$ cat config.mk
export PLATFORM = sky130hd
export DESIGN_NAME = decode_stage_flat
export DESIGN_NICKNAME = d
export VERILOG_FILES = /design/src/rtl/decode_pkg.sv /design/src/rtl/decode_if.sv /design/src/rtl/decode_comb.sv /design/src/rtl/decode_stage.sv /design/src/flat_wrapper.sv
export SDC_FILE = /design/constraint.sdc
export NUM_CORES = 1
export LEC_CHECK = 0
export ABC_AREA = 1
export CAP_MARGIN = 20
export CORE_UTILIZATION = 35
export CTS_CLUSTER_DIAMETER = 50
export DETAILED_ROUTE_END_ITERATION = 8
export DONT_BUFFER_PORTS = 1
export PLACE_DENSITY = 0.6
export SYNTH_ARGS = -nofsm -noshare
export SYNTH_HDL_FRONTEND = slang
export SYNTH_SLANG_ARGS = --single-unit
$ cat constraint.sdc
create_clock -name clk_i -period 2.25 [get_ports clk_i]
set_input_delay 0.45 -clock clk_i [delete_from_list [all_inputs] [get_ports clk_i]]
set_output_delay 0.45 -clock clk_i [all_outputs]
set_load 0.02 [all_outputs]
$ cat src/rtl/decode_pkg.sv
// decode_pkg: shared types for the RV32I decode stage.
//   - RV32I opcode constants
//   - trap-cause, writeback-source and ALU input-1 select enums
//   - bundle_t: the decoded instruction bundle held in the stage output register
//   - byte-enable / misalignment helpers for loads and stores
package decode_pkg;

  localparam logic [6:0] OP_LUI    = 7'b0110111;
  localparam logic [6:0] OP_AUIPC  = 7'b0010111;
  localparam logic [6:0] OP_JAL    = 7'b1101111;
  localparam logic [6:0] OP_JALR   = 7'b1100111;
  localparam logic [6:0] OP_BRANCH = 7'b1100011;
  localparam logic [6:0] OP_LOAD   = 7'b0000011;
  localparam logic [6:0] OP_STORE  = 7'b0100011;
  localparam logic [6:0] OP_IMM    = 7'b0010011;
  localparam logic [6:0] OP_OP     = 7'b0110011;
  localparam logic [6:0] OP_FENCE  = 7'b0001111;
  localparam logic [6:0] OP_SYSTEM = 7'b1110011;

  localparam logic [31:0] INSTR_ECALL  = 32'h0000_0073;
  localparam logic [31:0] INSTR_EBREAK = 32'h0010_0073;

  typedef enum logic [3:0] {
    CAUSE_FETCH_MISALIGN = 4'd0,
    CAUSE_ILLEGAL        = 4'd2,
    CAUSE_BREAKPOINT     = 4'd3,
    CAUSE_LOAD_MISALIGN  = 4'd4,
    CAUSE_STORE_MISALIGN = 4'd6,
    CAUSE_ECALL          = 4'd11
  } trap_cause_e;

  typedef enum logic [1:0] {
    WB_ALU = 2'd0,
    WB_MEM = 2'd1,
    WB_PC4 = 2'd2
  } wb_src_e;

  typedef enum logic [1:0] {
    IN1_RS1  = 2'd0,
    IN1_PC   = 2'd1,
    IN1_ZERO = 2'd2
  } alu_in1_e;

  typedef struct packed {
    logic [4:0]  reg_in_sel;
    logic        reg_in_en;
    wb_src_e     reg_in_source;
    logic [2:0]  alu_op;
    logic        alu_op_qual;
    alu_in1_e    alu_in1_sel;
    logic        alu_in2_sel;
    logic [31:0] imm;
    logic [31:0] rs1_data;
    logic [31:0] rs2_data;
    logic        d_re;
    logic        d_we;
    logic [3:0]  d_be;
    logic        d_unsigned;
    logic [31:0] d_addr;
    logic [31:0] redirect_pc;
    logic        trap;
    trap_cause_e trap_cause;
    logic        mdu;
  } bundle_t;

  // size is funct3[1:0]: 0 byte, 1 half, 2 word
  function automatic logic [3:0] byte_en(input logic [1:0] size, input logic [1:0] ofs);
    logic [3:0] base;
    case (size)
      2'b00:   base = 4'b0001;
      2'b01:   base = 4'b0011;
      default: base = 4'b1111;
    endcase
    return base << ofs;
  endfunction

  function automatic logic misaligned(input logic [1:0] size, input logic [1:0] ofs);
    logic bad;
    case (size)
      2'b00:   bad = 1'b0;
      2'b01:   bad = ofs[0];
      default: bad = (ofs != 2'b00);
    endcase
    return bad;
  endfunction

endpackage

$ cat src/rtl/decode_if.sv
// decode_if: fetch-to-decode handshake.
//   in_valid_i / instr_i / pc_i : driven by fetch (master)
//   in_ready_o                  : driven by the decode stage (slave)
// Signal suffixes are written from the decode stage's point of view.
interface decode_if;
  logic        in_valid_i;
  logic        in_ready_o;
  logic [31:0] instr_i;
  logic [31:0] pc_i;

  modport master (output in_valid_i, instr_i, pc_i, input in_ready_o);
  modport slave  (input in_valid_i, instr_i, pc_i, output in_ready_o);
endinterface

$ cat src/rtl/decode_comb.sv
// decode_comb: purely combinational RV32I decoder.
//   instr_i, pc_i           : instruction and its byte PC
//   rs1_data_i, rs2_data_i  : register-file read data for this instruction
//   bundle_o                : fully decoded bundle, including trap status
//   redirect_o              : branch taken / jump with an aligned target
// Optional macro DECODE_RV32M_EN enables MUL..REMU decode (bundle_o.mdu).
module decode_comb
  import decode_pkg::*;
(
  input  logic [31:0] instr_i,
  input  logic [31:0] pc_i,
  input  logic [31:0] rs1_data_i,
  input  logic [31:0] rs2_data_i,
  output bundle_t     bundle_o,
  output logic        redirect_o
);

  logic [6:0]  opcode;
  logic [4:0]  rd;
  logic [2:0]  funct3;
  logic [6:0]  funct7;
  logic [31:0] i_imm, s_imm, b_imm, u_imm, j_imm;
  logic [31:0] ld_addr, st_addr;
  logic        br_take;

  assign opcode = instr_i[6:0];
  assign rd     = instr_i[11:7];
  assign funct3 = instr_i[14:12];
  assign funct7 = instr_i[31:25];

  assign i_imm = {{20{instr_i[31]}}, instr_i[31:20]};
  assign s_imm = {{20{instr_i[31]}}, instr_i[31:25], instr_i[11:7]};
  assign b_imm = {{19{instr_i[31]}}, instr_i[31], instr_i[7], instr_i[30:25], instr_i[11:8], 1'b0};
  assign u_imm = {instr_i[31:12], 12'b0};
  assign j_imm = {{11{instr_i[31]}}, instr_i[31], instr_i[19:12], instr_i[20], instr_i[30:21], 1'b0};

  assign ld_addr = rs1_data_i + i_imm;
  assign st_addr = rs1_data_i + s_imm;

  always_comb begin
    case (funct3)
      3'b000:  br_take = (rs1_data_i == rs2_data_i);
      3'b001:  br_take = (rs1_data_i != rs2_data_i);
      3'b100:  br_take = ($signed(rs1_data_i) <  $signed(rs2_data_i));
      3'b101:  br_take = ($signed(rs1_data_i) >= $signed(rs2_data_i));
      3'b110:  br_take = (rs1_data_i <  rs2_data_i);
      3'b111:  br_take = (rs1_data_i >= rs2_data_i);
      default: br_take = 1'b0;
    endcase
  end

  logic        wr, take, trap;
  logic [31:0] target;
  trap_cause_e cause;
  bundle_t     b;

  always_comb begin
    b               = '0;
    b.reg_in_sel    = rd;
    b.rs1_data      = rs1_data_i;
    b.rs2_data      = rs2_data_i;
    b.reg_in_source = WB_ALU;
    b.alu_in1_sel   = IN1_RS1;
    wr              = 1'b0;
    take            = 1'b0;
    target          = 32'h0;
    trap            = 1'b0;
    cause           = CAUSE_ILLEGAL;

    // alu_op stays 000 (add) for everything except ALU ops and branches
    case (opcode)
      OP_LUI: begin
        wr = 1'b1; b.alu_in1_sel = IN1_ZERO; b.alu_in2_sel = 1'b1; b.imm = u_imm;
      end
      OP_AUIPC: begin
        wr = 1'b1; b.alu_in1_sel = IN1_PC; b.alu_in2_sel = 1'b1; b.imm = u_imm;
      end
      OP_JAL: begin
        wr = 1'b1; b.reg_in_source = WB_PC4; b.alu_in1_sel = IN1_PC; b.alu_in2_sel = 1'b1;
        b.imm = j_imm; take = 1'b1; target = pc_i + j_imm;
      end
      OP_JALR: begin
        wr = 1'b1; b.reg_in_source = WB_PC4; b.alu_in2_sel = 1'b1; b.imm = i_imm;
        take = 1'b1; target = ld_addr & ~32'd1;
        if (funct3 != 3'b000) trap = 1'b1;
      end
      OP_BRANCH: begin
        b.alu_op = funct3; b.imm = b_imm; take = br_take; target = pc_i + b_imm;
        if (funct3[2:1] == 2'b01) trap = 1'b1;
      end
      OP_LOAD: begin
        wr = 1'b1; b.reg_in_source = WB_MEM; b.alu_in2_sel = 1'b1; b.imm = i_imm;
        b.d_re = 1'b1; b.d_unsigned = funct3[2]; b.d_addr = ld_addr;
        b.d_be = byte_en(funct3[1:0], ld_addr[1:0]);
        if (misaligned(funct3[1:0], ld_addr[1:0])) begin
          trap = 1'b1; cause = CAUSE_LOAD_MISALIGN;
        end
        // illegal widths override a misalignment cause
        if (funct3 == 3'b011 || funct3[2:1] == 2'b11) begin
          trap = 1'b1; cause = CAUSE_ILLEGAL;
        end
      end
      OP_STORE: begin
        b.alu_in2_sel = 1'b1; b.imm = s_imm; b.d_we = 1'b1; b.d_addr = st_addr;
        b.d_be = byte_en(funct3[1:0], st_addr[1:0]);
        if (misaligned(funct3[1:0], st_addr[1:0])) begin
          trap = 1'b1; cause = CAUSE_STORE_MISALIGN;
        end
        if (funct3[2] || funct3[1:0] == 2'b11) begin
          trap = 1'b1; cause = CAUSE_ILLEGAL;
        end
      end
      OP_IMM: begin
        wr = 1'b1; b.alu_op = funct3; b.alu_in2_sel = 1'b1; b.imm = i_imm;
        // only shifts carry a funct7; elsewhere bit 30 is immediate data
        if (funct3 == 3'b001 && funct7 != 7'b0000000) trap = 1'b1;
        if (funct3 == 3'b101) begin
          b.alu_op_qual = instr_i[30];
          if (funct7 != 7'b0000000 && funct7 != 7'b0100000) trap = 1'b1;
        end
      end
      OP_OP: begin
        wr = 1'b1; b.alu_op = funct3; b.alu_op_qual = instr_i[30];
        case (funct7)
          7'b0000000: ;
          7'b0100000: if (funct3 != 3'b000 && funct3 != 3'b101) trap = 1'b1;
`ifdef DECODE_RV32M_EN
          7'b0000001: begin b.mdu = 1'b1; b.alu_op_qual = 1'b1; end
`endif
          default:    trap = 1'b1;
        endcase
      end
      OP_FENCE: begin
        if (funct3 != 3'b000) trap = 1'b1;
      end
      OP_SYSTEM: begin
        trap = 1'b1;
        if (instr_i == INSTR_ECALL)       cause = CAUSE_ECALL;
        else if (instr_i == INSTR_EBREAK) cause = CAUSE_BREAKPOINT;
      end
      default: trap = 1'b1;
    endcase

    // a taken control transfer to a non-word-aligned target traps instead of redirecting
    if (!trap && take && target[1]) begin
      trap = 1'b1; cause = CAUSE_FETCH_MISALIGN;
    end

    b.redirect_pc = target;
    b.reg_in_en   = wr && (rd != 5'd0) && !trap;
    if (trap) begin
      b.d_re = 1'b0;
      b.d_we = 1'b0;
    end
    b.trap       = trap;
    b.trap_cause = cause;
  end

  assign bundle_o   = b;
  assign redirect_o = take && !trap;

endmodule

$ cat src/rtl/decode_stage.sv
// decode_stage: registered RV32I decode stage between fetch and execute.
//   clk_i, rst_ni          : clock, asynchronous active-low reset
//   fetch_if (slave)       : in_valid_i / in_ready_o / instr_i / pc_i
//   reg_out*_sel_o / _i    : combinational register-file read port
//   flush_i                : drop held bundle and clear the wrong-path counter
//   out_valid_o/out_ready_i: output handshake; the remaining *_o are the held bundle
//   redirect_o/_pc_o       : one-cycle redirect pulse when the bundle first appears
//   mdu_o                  : M-extension op (only with macro DECODE_RV32M_EN)
// FETCH_LAT wrong-path slots are swallowed after every redirect.
module decode_stage
  import decode_pkg::*;
#(
  parameter int unsigned FETCH_LAT = 1,
  parameter logic [31:0] RESET_PC  = 32'h0000_0000
) (
  input  logic        clk_i,
  input  logic        rst_ni,
  decode_if.slave     fetch_if,
  output logic [4:0]  reg_out1_sel_o,
  output logic [4:0]  reg_out2_sel_o,
  input  logic [31:0] reg_out1_i,
  input  logic [31:0] reg_out2_i,
  input  logic        flush_i,
  output logic        out_valid_o,
  input  logic        out_ready_i,
  output logic [4:0]  reg_in_sel_o,
  output logic        reg_in_en_o,
  output logic [1:0]  reg_in_source_o,
  output logic [2:0]  alu_op_o,
  output logic        alu_op_qual_o,
  output logic [1:0]  alu_in1_sel_o,
  output logic        alu_in2_sel_o,
  output logic [31:0] imm_o,
  output logic [31:0] rs1_data_o,
  output logic [31:0] rs2_data_o,
  output logic        d_re_o,
  output logic        d_we_o,
  output logic [3:0]  d_be_o,
  output logic        d_unsigned_o,
  output logic [31:0] d_addr_o,
  output logic        redirect_o,
  output logic [31:0] redirect_pc_o,
  output logic        trap_o,
  output logic [3:0]  trap_cause_o,
  output logic        mdu_o
);

  localparam logic [2:0] KILL_LOAD = 3'(FETCH_LAT);

  // RESET_PC belongs to fetch; it is only checked here for word alignment.
  if (RESET_PC[1:0] != 2'b00 || FETCH_LAT < 1 || FETCH_LAT > 7) begin : g_bad_config
  end

  bundle_t    dec_bundle, bundle_q, bundle_d;
  logic       dec_redirect;
  logic       out_valid_q, out_valid_d;
  logic       redirect_q, redirect_d;
  logic [2:0] kill_cnt_q, kill_cnt_d;
  logic       accept;

  assign fetch_if.in_ready_o = !out_valid_q || out_ready_i;
  assign accept              = fetch_if.in_valid_i && fetch_if.in_ready_o;
  assign reg_out1_sel_o      = fetch_if.instr_i[19:15];
  assign reg_out2_sel_o      = fetch_if.instr_i[24:20];

  decode_comb u_decode_comb (
    .instr_i    (fetch_if.instr_i),
    .pc_i       (fetch_if.pc_i),
    .rs1_data_i (reg_out1_i),
    .rs2_data_i (reg_out2_i),
    .bundle_o   (dec_bundle),
    .redirect_o (dec_redirect)
  );

  always_comb begin
    bundle_d    = bundle_q;
    out_valid_d = out_valid_q;
    redirect_d  = 1'b0;       // pulse: only set in the cycle the bundle is captured
    kill_cnt_d  = kill_cnt_q;
    if (flush_i) begin
      // an offer in this cycle is still consumed by the handshake, then dropped
      out_valid_d = 1'b0;
      kill_cnt_d  = 3'd0;
    end else if (accept) begin
      if (kill_cnt_q != 3'd0) begin
        kill_cnt_d  = kill_cnt_q - 3'd1;
        out_valid_d = 1'b0;
      end else begin
        bundle_d    = dec_bundle;
        out_valid_d = 1'b1;
        redirect_d  = dec_redirect;
        if (dec_redirect) kill_cnt_d = KILL_LOAD;
      end
    end else if (out_ready_i) begin
      out_valid_d = 1'b0;
    end
  end

  always_ff @(posedge clk_i or negedge rst_ni) begin
    if (!rst_ni) begin
      bundle_q    <= '0;
      out_valid_q <= 1'b0;
      redirect_q  <= 1'b0;
      kill_cnt_q  <= 3'd0;
    end else begin
      bundle_q    <= bundle_d;
      out_valid_q <= out_valid_d;
      redirect_q  <= redirect_d;
      kill_cnt_q  <= kill_cnt_d;
    end
  end

  assign out_valid_o     = out_valid_q;
  assign redirect_o      = redirect_q;
  assign reg_in_sel_o    = bundle_q.reg_in_sel;
  assign reg_in_en_o     = bundle_q.reg_in_en;
  assign reg_in_source_o = bundle_q.reg_in_source;
  assign alu_op_o        = bundle_q.alu_op;
  assign alu_op_qual_o   = bundle_q.alu_op_qual;
  assign alu_in1_sel_o   = bundle_q.alu_in1_sel;
  assign alu_in2_sel_o   = bundle_q.alu_in2_sel;
  assign imm_o           = bundle_q.imm;
  assign rs1_data_o      = bundle_q.rs1_data;
  assign rs2_data_o      = bundle_q.rs2_data;
  assign d_re_o          = bundle_q.d_re;
  assign d_we_o          = bundle_q.d_we;
  assign d_be_o          = bundle_q.d_be;
  assign d_unsigned_o    = bundle_q.d_unsigned;
  assign d_addr_o        = bundle_q.d_addr;
  assign redirect_pc_o   = bundle_q.redirect_pc;
  assign trap_o          = bundle_q.trap;
  assign trap_cause_o    = bundle_q.trap_cause;
  assign mdu_o           = bundle_q.mdu;

endmodule

$ cat src/flat_wrapper.sv
// flat-port wrapper written by rule: the top's interface ports become plain ports
module decode_stage_flat import decode_pkg::*;
#(
  parameter int unsigned FETCH_LAT = 1,
  parameter logic [31:0] RESET_PC  = 32'h0000_0000
)
  (clk_i, rst_ni, reg_out1_sel_o, reg_out2_sel_o, reg_out1_i, reg_out2_i, flush_i, out_valid_o, out_ready_i, reg_in_sel_o, reg_in_en_o, reg_in_source_o, alu_op_o, alu_op_qual_o, alu_in1_sel_o, alu_in2_sel_o, imm_o, rs1_data_o, rs2_data_o, d_re_o, d_we_o, d_be_o, d_unsigned_o, d_addr_o, redirect_o, redirect_pc_o, trap_o, trap_cause_o, mdu_o, fetch_if_in_valid_i, fetch_if_instr_i, fetch_if_pc_i, fetch_if_in_ready_o);
  decode_if fetch_if_i ();
  input  logic clk_i;
  input  logic rst_ni;
  output logic [4:0] reg_out1_sel_o;
  output logic [4:0] reg_out2_sel_o;
  input  logic [31:0] reg_out1_i;
  input  logic [31:0] reg_out2_i;
  input  logic flush_i;
  output logic out_valid_o;
  input  logic out_ready_i;
  output logic [4:0] reg_in_sel_o;
  output logic reg_in_en_o;
  output logic [1:0] reg_in_source_o;
  output logic [2:0] alu_op_o;
  output logic alu_op_qual_o;
  output logic [1:0] alu_in1_sel_o;
  output logic alu_in2_sel_o;
  output logic [31:0] imm_o;
  output logic [31:0] rs1_data_o;
  output logic [31:0] rs2_data_o;
  output logic d_re_o;
  output logic d_we_o;
  output logic [3:0] d_be_o;
  output logic d_unsigned_o;
  output logic [31:0] d_addr_o;
  output logic redirect_o;
  output logic [31:0] redirect_pc_o;
  output logic trap_o;
  output logic [3:0] trap_cause_o;
  output logic mdu_o;
  input wire logic [$bits(fetch_if_i.in_valid_i)-1:0] fetch_if_in_valid_i;
  input wire logic [$bits(fetch_if_i.instr_i)-1:0] fetch_if_instr_i;
  input wire logic [$bits(fetch_if_i.pc_i)-1:0] fetch_if_pc_i;
  output wire logic [$bits(fetch_if_i.in_ready_o)-1:0] fetch_if_in_ready_o;
  assign fetch_if_i.in_valid_i = fetch_if_in_valid_i;
  assign fetch_if_i.instr_i = fetch_if_instr_i;
  assign fetch_if_i.pc_i = fetch_if_pc_i;
  assign fetch_if_in_ready_o = fetch_if_i.in_ready_o;
  decode_stage #(.FETCH_LAT(FETCH_LAT), .RESET_PC(RESET_PC)) u_core (.clk_i(clk_i), .rst_ni(rst_ni), .fetch_if(fetch_if_i), .reg_out1_sel_o(reg_out1_sel_o), .reg_out2_sel_o(reg_out2_sel_o), .reg_out1_i(reg_out1_i), .reg_out2_i(reg_out2_i), .flush_i(flush_i), .out_valid_o(out_valid_o), .out_ready_i(out_ready_i), .reg_in_sel_o(reg_in_sel_o), .reg_in_en_o(reg_in_en_o), .reg_in_source_o(reg_in_source_o), .alu_op_o(alu_op_o), .alu_op_qual_o(alu_op_qual_o), .alu_in1_sel_o(alu_in1_sel_o), .alu_in2_sel_o(alu_in2_sel_o), .imm_o(imm_o), .rs1_data_o(rs1_data_o), .rs2_data_o(rs2_data_o), .d_re_o(d_re_o), .d_we_o(d_we_o), .d_be_o(d_be_o), .d_unsigned_o(d_unsigned_o), .d_addr_o(d_addr_o), .redirect_o(redirect_o), .redirect_pc_o(redirect_pc_o), .trap_o(trap_o), .trap_cause_o(trap_cause_o), .mdu_o(mdu_o));
endmodule
==> results.tsv, run 1 <==
stage	metric	value	unit
finish	Post-Layout Cell Count	2659	
setup_path	Worst EP arrival	3000	ps
timing	Slew Viols, Final	0	
yosys	Syn Inst Count	1870	
yosys	Async SR Flop Fraction	100.0	%
finish	sequential cell area	4805	sq um
finish	layout cell share with drive strength beyond 1	24.45	%
power_and_ir_drop	Pwr Density	719.7	nW/um^2
hold_path	hold crit path type	input pin to asynchronous set/reset pin	
detailed_routing	total number of vias	13690	
detailed_routing	max layer used	met4	
clocking	clock sink count	192	
setup_path	delay-heaviest family, CP	simple AND/OR/NAND/NOR gates	
clocking	H-tree depth	4	
setup_path	max incr delay on CP	320	ps
setup_path	Worst R2R Setup Slack	120	ps
setup_path	CP Launch Type	input pin	
floorplanning	Initial Util	35.66	%
timing	Relative slew margins	59.59	%
setup_path	WP data required	2640	ps
detailed_routing	DRC violations left	0	
timing	Final Hold Viols	192	
placed_design	area post-placement	16210	sq um
timing	post-layout min period	2610	ps
timing	hold slack	-325.7	ps
setup_path	Setup crit end kind	flip-flop	
timing	max frequency	383.2	MHz
global_routing	antenna violations before repair	1	
yosys	post-synth cell types	57	
placed_design	Detailed Place HPWL	42090	microns
setup_path	Levels on crit path	24	
finish	area of the multi-input gates	8188	sq um
power_and_ir_drop	sequential share of power	47.1	%
yosys	dominant synthesized flop cell	dfrtp_1	
placed_design	Port Buf Inserts	0	
setup_path	R2R Path End	u_core.trap_cause_o[3]	
setup_path	worst reg2reg path depth	11	
global_routing	All-Layer GR Usage	26.68	%
yosys	post-synth top area cell	dfrtp_1	
setup_path	CP Max Fanout	6	
timing	Final setup viols	22	
finish	fillers	3833	
power_and_ir_drop	Tot Pwr	12.59	mW
power_and_ir_drop	clock power share	24.9	%
detailed_routing	met3 wire length	3792	microns
timing	worst setup margin	-359.9	ps
outcome	status	finished with violations	
finish	Synth-to-Final Area Change	29.89	%
power_and_ir_drop	Max VDD drop	0.0005453	V
clocking	Max clock buf depth	2	
clocking	Clock Latency Late Sink	470	ps
floorplanning	Die ar.	39250	sq um
floorplanning	Top-Level Pins	334	
global_routing	largest net degree at the start of global routing	193	
timing	Post-Route Skew	11.96	ps
clocking	clock transition at the registers of the reported paths	80	ps
setup_path	WS Path Type	input pin to flip-flop	
finish	design area	17490	sq um
yosys	Mapped Area	13460	sq um
yosys	synth warn	0	
setup_path	worst path cell trace	inv_12 > nor2_4 > inv_2 > nor2_4 > inv_2 > nor2_4 > nand2_2 > o21ai_2 > ha_2 > inv_2 > fa_2 > inv_2 > nand2_4 > o21ai_4 > nand2_2 > nand2_2 > a21o_1 > nand2_1 > o211ai_1 > nand2_1 > o211ai_1 > or2_4 > nand3_2 > a31oi_1	
placed_design	RePlAce Congestion	0.9865	
detailed_routing	wire length on met2	24960	microns
floorplanning	Core Area	37760	sq um
clocking	CTS buffer count	17	
detailed_routing	Detail Route Antenna Nets	0	
yosys	register area share after synthesis	35.69	%
floorplanning	Die X	198.1	microns
placed_design	placed cells	2608	
timing	Final period util	116.0	%
timing	worst slew pin tran	606.2	ps
flow_run	maximum capacitance violations	0	
finish	Final Net Count	2370	
floorplanning	Rows	71	
yosys	Seq cells post-synth	192	
power_and_ir_drop	Pleak	8.697	nW
detailed_routing	Wirelength per Cell	20.04	microns
setup_path	most frequent CP cell	inv_2	
setup_path	CP max stage cell	fa_2	
detailed_routing	vias per std cell	5.148	
global_routing	first-pass GRT wire length	78180	microns
power_and_ir_drop	Net Sw Power	5.217	mW
timing	RSZ-0062 raised after global routing	yes	
power_and_ir_drop	sw frac	41.45	%
power_and_ir_drop	internal cell power	7.369	mW
detailed_routing	routed metal-1 wirelength	22180	microns
global_routing	gr ovfl total	0	
yosys	Syn Area/Cell	7.199	sq um
yosys	Post-Syn Nets	2106	
outcome	failing checks	negative hold slack, negative setup slack	
detailed_routing	DRT Pass-1 Iters	5	
detailed_routing	drt total wl	53300	microns
setup_path	WP buf/inv	5	
global_routing	vias in the first global route	13390	
detailed_routing	1st-iter DRT viols	822	
yosys	post-synth top area share	35.69	%
yosys	ranking of synthesized cells by area	dfrtp_1, nand2_1, ha_1	
power_and_ir_drop	Logic pwr share	27.9	%
clocking	CTS tree	done	
yosys	number of enable flip-flop cells after synthesis	0	
floorplanning	die span in y	198.1	microns
setup_path	Reg-to-Reg Start	u_core.kill_cnt_q[1]	
clocking	Root Buffer	clkbuf_16	
## worst max-delay path by stage
| stage | slack (ps) | startpoint | endpoint |
|---|---|---|---|
| 2_1_floorplan | -720 | fetch_if_instr_i[4] | u_core.redirect_pc_o[19] |
| 3_3_place_gp | -870 | fetch_if_instr_i[4] | u_core.redirect_pc_o[31] |
| 3_5_place_dp | -960 | fetch_if_instr_i[1] | u_core.redirect_pc_o[31] |
| 4_1_cts | -330 | fetch_if_instr_i[5] | u_core.redirect_pc_o[31] |
| 5_1_grt | -560 | fetch_if_instr_i[5] | u_core.redirect_pc_o[31] |
| 6_report | -360 | fetch_if_instr_i[5] | u_core.redirect_pc_o[31] |
## cells in the final DEF, fill, tap and decap left out, drive strengths merged, types with 2 or more instances in the layout
master    instances
ha              100
nand3b            2
o21bai            7
nor4              8
nand4             7
nand3            76
xor2             37
a21boi            4
o41ai             2
a21oi           143
clkinv            2
o31ai             4
inv             220
o21a              7
clkinvlp          3
nand2           538
xnor2             4
buf             309
nor2            152
o21ai           171
dfrtp           192
clkbuf           19
nor3             18
fa                3
or2              20
o221ai            5
o22ai             6
a31oi            45
a21o             11
o211ai           22
## synth_stat cells (11+ instances only)
cell type / count
or2_2: 18
a21oi_1: 139
nor3_1: 18
dfrtp_1: 192
nor2_1: 137
o21ai_1: 15
ha_1: 100
xor2_1: 37
a21o_1: 11
nand3_1: 74
inv_1: 197
clkbuf_1: 41
buf_4: 12
o211ai_1: 22
a31oi_1: 45
inv_2: 14
o21ai_0: 152
nand2_1: 533
## metal layers
metal | GRT usage, % | vias to the layer above
li1 | - | 6707
met1 | 32.83 | 6476
met2 | 43.20 | 403
met3 | 6.966 | 102
met4 | 12.83 | 0
met5 | 0 | -
## registers in the layout (all words and copies together) (netlist names), 2 cells and up
| register | count |
|---|---|
| u_core.reg_in_source_o | 2 |
| u_core.alu_op_o | 3 |
| u_core.imm_o | 32 |
| u_core.redirect_pc_o | 32 |
| u_core.kill_cnt_q | 3 |
| u_core.d_addr_o | 32 |
| u_core.trap_cause_o | 4 |
| u_core.rs1_data_o | 32 |
| u_core.d_be_o | 4 |
| u_core.reg_in_sel_o | 5 |
| u_core.alu_in1_sel_o | 2 |
| u_core.rs2_data_o | 32 |
## through the flow
stage	util (%)	hold slack, ps	worst slack, ps	setup TNS [ps]
after floorplan	-	154.4	-715.4	-11770
after global placement	42.95	158.6	-871.1	-27830
after detailed placement	42.95	158.4	-959.5	-29800
after CTS	45.18	-354.8	-331.7	-4996
after global routing	46.31	-355.2	-556.0	-9370
final	46.32	-325.7	-359.9	-5364
## power groups by stage
stage | Sequential (mW) | Combinational [mW] | Clock (mW)
2_1_floorplan | 5.70 | 2.04 | 0
4_1_cts | 5.94 | 3.36 | 3.22
5_1_grt | 6.03 | 3.94 | 3.32
3_3_place_gp | 5.99 | 3.18 | 0
6_report | 5.93 | 3.52 | 3.14
3_5_place_dp | 6.00 | 3.25 | 0
## cell type report
cell class,instances,share of cell area [%]
tap,511,3.656
clock buffer,18,2.511
antenna,1,0.01431
timing repair buffer,310,14.05
inverter,212,4.651
clock inverter,14,0.8228
multi-input combinational,1401,46.82
sequential,192,27.48
## cells by family (layout without fill, tap and decap cells)
family | Yosys count | after routing | share of synthesized area (%)
compound gates | 433 | 433 | 18.30
xor+xnor | 41 | 41 | 2.667
fa+ha+maj | 103 | 103 | 9.740
buf+inv | 277 | 554 | 8.113
flops | 192 | 192 | 35.69
other cells | 1 | 2 | 0.02785
simple gates | 823 | 823 | 25.46
## timing repair
action	4_1_cts	5_1_grt
pin swaps	26	47
endpoints found under the hold margin	192	192
buffers inserted	10	7
cloned	0	1
gates resized for setup	50	85
setup endpoints to repair	30	125
(Power assumes the default switching activity.)
==> inputs of run 2 (changes only) <==
--- a/config.mk
+++ b/config.mk
@@ -7,10 +7,13 @@
 export LEC_CHECK = 0
 export ABC_AREA = 1
 export CAP_MARGIN = 20
+export CORE_ASPECT_RATIO = 1.5
+export CORE_MARGIN = 10
 export CORE_UTILIZATION = 35
 export CTS_CLUSTER_DIAMETER = 50
 export DETAILED_ROUTE_END_ITERATION = 8
 export DONT_BUFFER_PORTS = 1
+export GPL_TIMING_DRIVEN = 0
 export PLACE_DENSITY = 0.6
 export SYNTH_ARGS = -nofsm -noshare
 export SYNTH_HDL_FRONTEND = slang
==> results.tsv, run 2 (synthesis results as in run 1) <==
stage	metric	value	unit
finish	most common cell after layout, fill and taps aside	nand2_1	
power_and_ir_drop	Pwr Density	768.1	nW/um^2
global_routing	met3 GRT Util	7.199	%
placed_design	Detailed Place HPWL	48960	microns
detailed_routing	DRT Pass-1 Iters	5	
setup_path	most frequent CP cell	nand2_1	
setup_path	WP buf/inv	6	
timing	Relative slew margins	38.33	%
detailed_routing	drt total wl	60140	microns
timing	worst slew pin tran	925.0	ps
finish	Post-Layout Cell Count	2452	
clocking	CTS buffer count	17	
setup_path	WS Path Type	input pin to flip-flop	
global_routing	gr ovfl total	0	
floorplanning	Die X	180.1	microns
timing	setup TNS	-9233	ps
global_routing	antenna violations before repair	0	
floorplanning	Core Area	37770	sq um
detailed_routing	Wirelength per Cell	24.53	microns
global_routing	met2 Use GR	45.35	%
timing	worst setup margin	-660.5	ps
timing	post-layout min period	2910	ps
finish	layout cell share with drive strength beyond 1	18.75	%
detailed_routing	1st-iter DRT viols	882	
setup_path	Setup crit end kind	flip-flop	
global_routing	All-Layer GR Usage	24.64	%
hold_path	hold crit path type	input pin to asynchronous set/reset pin	
outcome	failing checks	negative hold slack, negative setup slack	
timing	max frequency	343.6	MHz
placed_design	placed cells	2359	
clocking	Max clock buf depth	2	
global_routing	largest net degree at the start of global routing	193	
setup_path	CP Max Fanout	6	
placed_design	RePlAce Congestion	0.9300	
timing	RSZ-0062 raised after global routing	yes	
timing	Final Hold Viols	192	
clocking	H-tree depth	4	
clocking	CTS tree	done	
clocking	clock sink count	192	
timing	hold slack	-302.6	ps
setup_path	max incr delay on CP	300	ps
setup_path	Worst EP arrival	3270	ps
global_routing	vias in the first global route	13760	
floorplanning	Rows	87	
clocking	clock transition at the registers of the reported paths	80	ps
floorplanning	Top-Level Pins	334	
floorplanning	Die ar.	46870	sq um
finish	commonest cells after routing, fill and taps aside	nand2_1, dfrtp_1, inv_1, nor2_1, o21ai_0	
detailed_routing	Detail Route Antenna Nets	0	
global_routing	met1 Usage GRT	25.41	%
placed_design	Port Buf Inserts	0	
timing	Final period util	129.4	%
clocking	Root Buffer	clkbuf_16	
finish	Final Net Count	2187	
timing	Final setup viols	24	
flow_run	maximum capacitance violations	0	
timing	Post-Route Skew	11.04	ps
outcome	status	finished with violations	
power_and_ir_drop	Max VDD drop	0.0005031	V
setup_path	CP max stage cell	ha_1	
detailed_routing	vias per std cell	5.508	
timing	Slew Viols, Final	0	
global_routing	most used routing layer	met2	
setup_path	CP Launch Type	input pin	
floorplanning	Initial Util	35.64	%
detailed_routing	total number of vias	13510	
floorplanning	die span in y	260.2	microns
setup_path	WP data required	2610	ps
finish	Antenna Cells	0	
finish	Synth-to-Final Area Change	20.57	%
clocking	Clock Latency Late Sink	470	ps
setup_path	delay-heaviest family, CP	simple AND/OR/NAND/NOR gates	
setup_path	worst path cell trace	inv_12 > nor2_4 > inv_2 > nor2_4 > inv_2 > nor2_4 > buf_2 > nand2_1 > o21ai_2 > ha_1 > buf_4 > nand2_4 > o21ai_4 > nand2_1 > nand2_2 > a21o_1 > buf_4 > a21oi_4 > o21bai_4 > or2_2 > nand3_1 > o21ai_0 > nand2_1 > nand2_1	
power_and_ir_drop	Pleak	7.770	nW
detailed_routing	DRC violations left	0	
global_routing	first-pass GRT wire length	87910	microns
[run 2: changes by cell type in the layout (fill, tap and decap cells not counted), moves of 6 or more]
cell,change
buf_2,+6
clkbuf_2,+11
xor2_1,-7
o21ai_0,-10
buf_6,-6
clkbuf_1,+17
ha_4,+8
clkbuf_4,+10
xor2_2,+6
ha_1,-10
a21oi_2,+7
a21oi_1,-10
o21ai_2,+11
buf_4,-216
[run 2: path summary, 6_finish.rpt]
| path | start | endpoint | slack, ps | depth (start not counted) |
|---|---|---|---|---|
| worst max-delay path | fetch_if_instr_i[5] | u_core.redirect_pc_o[19] | -660 | 24 |
| worst min-delay path | rst_ni | u_core.d_addr_o[16] | -300 | 0 |
| worst max register to register | u_core.out_valid_o | u_core.rs2_data_o[7] | 110 | 9 |
| worst min register to register | u_core.kill_cnt_q[0] | u_core.kill_cnt_q[0] | 560 | 2 |
| max in group asynchronous | rst_ni | u_core.rs1_data_o[19] | 1960 | 0 |
| min in group clk_i | fetch_if_instr_i[21] | u_core.trap_cause_o[0] | 90 | 1 |
[run 2: through the flow]
step	setup slack (ps)	total power, mW	area, sq um	hold WS, ps	util [%]
detailed placement	-1333	8.943	14230	164.3	37.68
CTS	-601.1	12.31	15630	-329.2	41.37
global placement	-1314	8.857	14230	165.3	37.68
floorplan	-715.4	7.736	13620	154.4	-
global route	-746.8	13.13	16230	-329.0	42.97
finish	-660.5	12.47	16230	-302.6	42.97
[run 2: power by group]
part / internal [mW] / switching (mW) / total (mW)
Combinational: 1.22 / 2.04 / 3.26
Clock: 1.60 / 1.54 / 3.14
Sequential: 4.23 / 1.84 / 6.07
[run 2: cell type report]
class	instances	area, sq um
fill	3851	21540
multi-input combinational	1401	8533
sequential	192	4806
inverter	212	819.5
tap	489	611.8
timing repair buffer	63	478.0
clock buffer	18	439.2
buffer	64	397.9
clock inverter	13	146.4
[run 2: metal layers]
| metal | part of all wire, % | vias to the layer above |
|---|---|---|
| met5 | 0 | - |
| met4 | 4.3 | 0 |
| met3 | 8.1 | 106 |
| met2 | 52 | 533 |
| met1 | 35 | 6544 |
| li1 | - | 6322 |
[run 2: what timing repair did]
| item | 4_1_cts | 5_1_grt |
|---|---|---|
| pin swaps | 32 | 45 |
| endpoints found under the setup margin | 192 | 192 |
| setup buffers | 48 | 14 |
| resized for setup | 130 | 130 |
| gates cloned | 1 | 0 |
| hold endpoints to repair | 192 | 192 |
==> inputs of run 3 (changes only) <==
--- a/config.mk
+++ b/config.mk
@@ -6,15 +6,15 @@
 export NUM_CORES = 1
 export LEC_CHECK = 0
 export ABC_AREA = 1
+export BUFFER_PORTS_ARGS = -buffer_cell sky130_fd_sc_hd__buf_2
 export CAP_MARGIN = 20
 export CORE_ASPECT_RATIO = 1.5
 export CORE_MARGIN = 10
 export CORE_UTILIZATION = 35
-export CTS_CLUSTER_DIAMETER = 50
+export CTS_CLUSTER_DIAMETER = 40
 export DETAILED_ROUTE_END_ITERATION = 8
-export DONT_BUFFER_PORTS = 1
 export GPL_TIMING_DRIVEN = 0
-export PLACE_DENSITY = 0.6
+export PLACE_DENSITY = 0.67
 export SYNTH_ARGS = -nofsm -noshare
 export SYNTH_HDL_FRONTEND = slang
 export SYNTH_SLANG_ARGS = --single-unit
==> results.tsv, run 3 (synthesis results as in run 1) <==
stage	metric	value	unit
clocking	clock transition at the registers of the reported paths	70	ps
floorplanning	die span in y	260.2	microns
clocking	clock sink count	192	
finish	most common cell after layout, fill and taps aside	nand2_1	
floorplanning	Initial Util	35.64	%
outcome	status	finished with violations	
timing	Relative slew margins	47.04	%
detailed_routing	total number of vias	14970	
timing	Post-Route Skew	9.768	ps
placed_design	area post-placement	15930	sq um
setup_path	WP data required	2630	ps
power_and_ir_drop	internal cell power	7.779	mW
placed_design	Placement Setup Slack	-2089	ps
timing	Slew Viols, Final	0	
detailed_routing	drt total wl	61800	microns
timing	Final setup viols	26	
setup_path	max incr delay on CP	320	ps
clocking	H-tree depth	4	
clocking	Max clock buf depth	2	
detailed_routing	DRC violations left	0	
power_and_ir_drop	Logic pwr share	43.3	%
detailed_routing	Detail Route Antenna Nets	0	
global_routing	gr ovfl total	0	
timing	max frequency	332.1	MHz
floorplanning	Top-Level Pins	334	
placed_design	Port Buf Inserts	332	
power_and_ir_drop	Max VDD drop	0.0005693	V
power_and_ir_drop	sequential share of power	34.3	%
global_routing	largest net degree at the start of global routing	106	
timing	worst slew pin tran	794.5	ps
floorplanning	Core Area	37770	sq um
power_and_ir_drop	sw frac	43.60	%
power_and_ir_drop	Pleak	9.526	nW
finish	design area	19070	sq um
flow_run	maximum capacitance violations	0	
timing	worst setup margin	-760.7	ps
outcome	failing checks	negative hold slack, negative setup slack	
detailed_routing	1st-iter DRT viols	939	
setup_path	most frequent CP cell	inv_2	
finish	layout cell share with drive strength beyond 1	35.26	%
clocking	Root Buffer	clkbuf_16	
finish	commonest cells after routing, fill and taps aside	nand2_1, buf_2, dfrtp_1, inv_1	
floorplanning	Die ar.	46870	sq um
clocking	CTS buffer count	17	
power_and_ir_drop	clock power share	22.4	%
floorplanning	Rows	87	
clocking	CTS tree	done	
placed_design	Detailed Place HPWL	49290	microns
detailed_routing	Wirelength per Cell	22.02	microns
floorplanning	Die X	180.1	microns
detailed_routing	vias per std cell	5.336	
global_routing	first-pass GRT wire length	89730	microns
clocking	Clock Latency Late Sink	460	ps
clocking	Hold Buf Count CTS	0	
timing	Final period util	133.8	%
global_routing	antenna violations before repair	3	
setup_path	CP Max Fanout	5	
global_routing	vias in the first global route	15040	
setup_path	WS Path Type	input pin to flip-flop	
timing	Final Hold Viols	18	
finish	fillers	3673	
timing	RSZ-0062 raised after global routing	yes	
detailed_routing	DRT Pass-1 Iters	5	
setup_path	delay-heaviest family, CP	compound AO/OA/AOI/OAI gates	
finish	Synth-to-Final Area Change	41.63	%
timing	post-layout min period	3011	ps
placed_design	RePlAce Congestion	0.9731	
hold_path	hold crit path type	input pin to asynchronous set/reset pin	
power_and_ir_drop	Pwr Density	723.4	nW/um^2
power_and_ir_drop	Net Sw Power	6.014	mW
finish	Final Net Count	2537	
setup_path	Worst EP arrival	3390	ps
global_routing	All-Layer GR Usage	24.73	%
setup_path	Setup crit end kind	flip-flop	
setup_path	CP Launch Type	input pin	
timing	hold slack	-37.42	ps
setup_path	CP max stage cell	fa_2	
setup_path	WP buf/inv	8	
## run 3: cell count changes in the layout (fill, tap and decap cells not counted), sizes merged
cell | before | now
buf | 88 | 435
bufinv | 1 | 0
clkbuf | 57 | 59
clkinv | 4 | 8
clkinvlp | 3 | 2
diode | 0 | 3
## run 3: final timing paths
path	end	from	slack [ps]	cells after the start
setup / recovery	u_core.redirect_pc_o[31]	fetch_if_instr_i[5]	-760	26
hold / removal	u_core.rs1_data_o[25]	rst_ni	-40	1
setup reg to reg	u_core.redirect_pc_o[18]	u_core.kill_cnt_q[0]	70	9
hold reg to reg	u_core.rs1_data_o[21]	u_core.rs1_data_o[21]	470	2
max in group asynchronous	u_core.imm_o[28]	rst_ni	1280	2
min in group clk_i	u_core.rs1_data_o[31]	reg_out1_i[31]	210	3
## run 3: power groups by stage
stage	Sequential (mW)	Clock, mW	Combinational [mW]
final	4.73	3.09	5.98
after global routing	4.81	3.24	6.43
after CTS	4.72	3.12	5.57
after detailed placement	4.76	0	5.17
after global placement	4.75	0	5.09
after floorplan	5.70	0	2.04
## run 3: final cells by class
cell class	instances	area, sq um	area share (%)
diodes	3	7.507	0.03937
plain buffers	62	389.1	2.041
clock buffers	17	425.4	2.231
clock inverters	15	146.4	0.7678
inverters	212	823.3	4.318
multi-input cells	1401	9256	48.55
flip-flops and latches	192	4806	25.21
well taps	489	611.8	3.209
repair buffers	415	2601	13.64
## run 3: stage by stage
stage	hold WS (ps)	setup TNS (ps)	std cells	power, mW	utilization (%)
floorplan	154.4	-11770	1870	7.736	-
global placement	451.4	-659750	2691	9.838	42.08
detailed placement	452.8	-172310	2692	9.938	42.18
CTS	2.777	-11270	2777	13.40	47.08
global route	16.22	-17120	2806	14.48	50.48
finish	-37.42	-14020	2806	13.79	50.48
## run 3: what timing repair did
action | CTS | global route
endpoints found under the setup margin | 192 | 156
setup buffers | 56 | 27
pin swaps | 71 | 89
gates cloned | 0 | 1
gates resized for setup | 223 | 260
## run 3: routing by layer
layer / global-route usage, % / vias up / share of wire [%]
li1: - / 7038 / -
met1: 26.93 / 7220 / 38
met2: 44.71 / 579 / 51
met3: 4.503 / 135 / 5.9
met4: 13.34 / 0 / 5.3
met5: 0 / - / 0
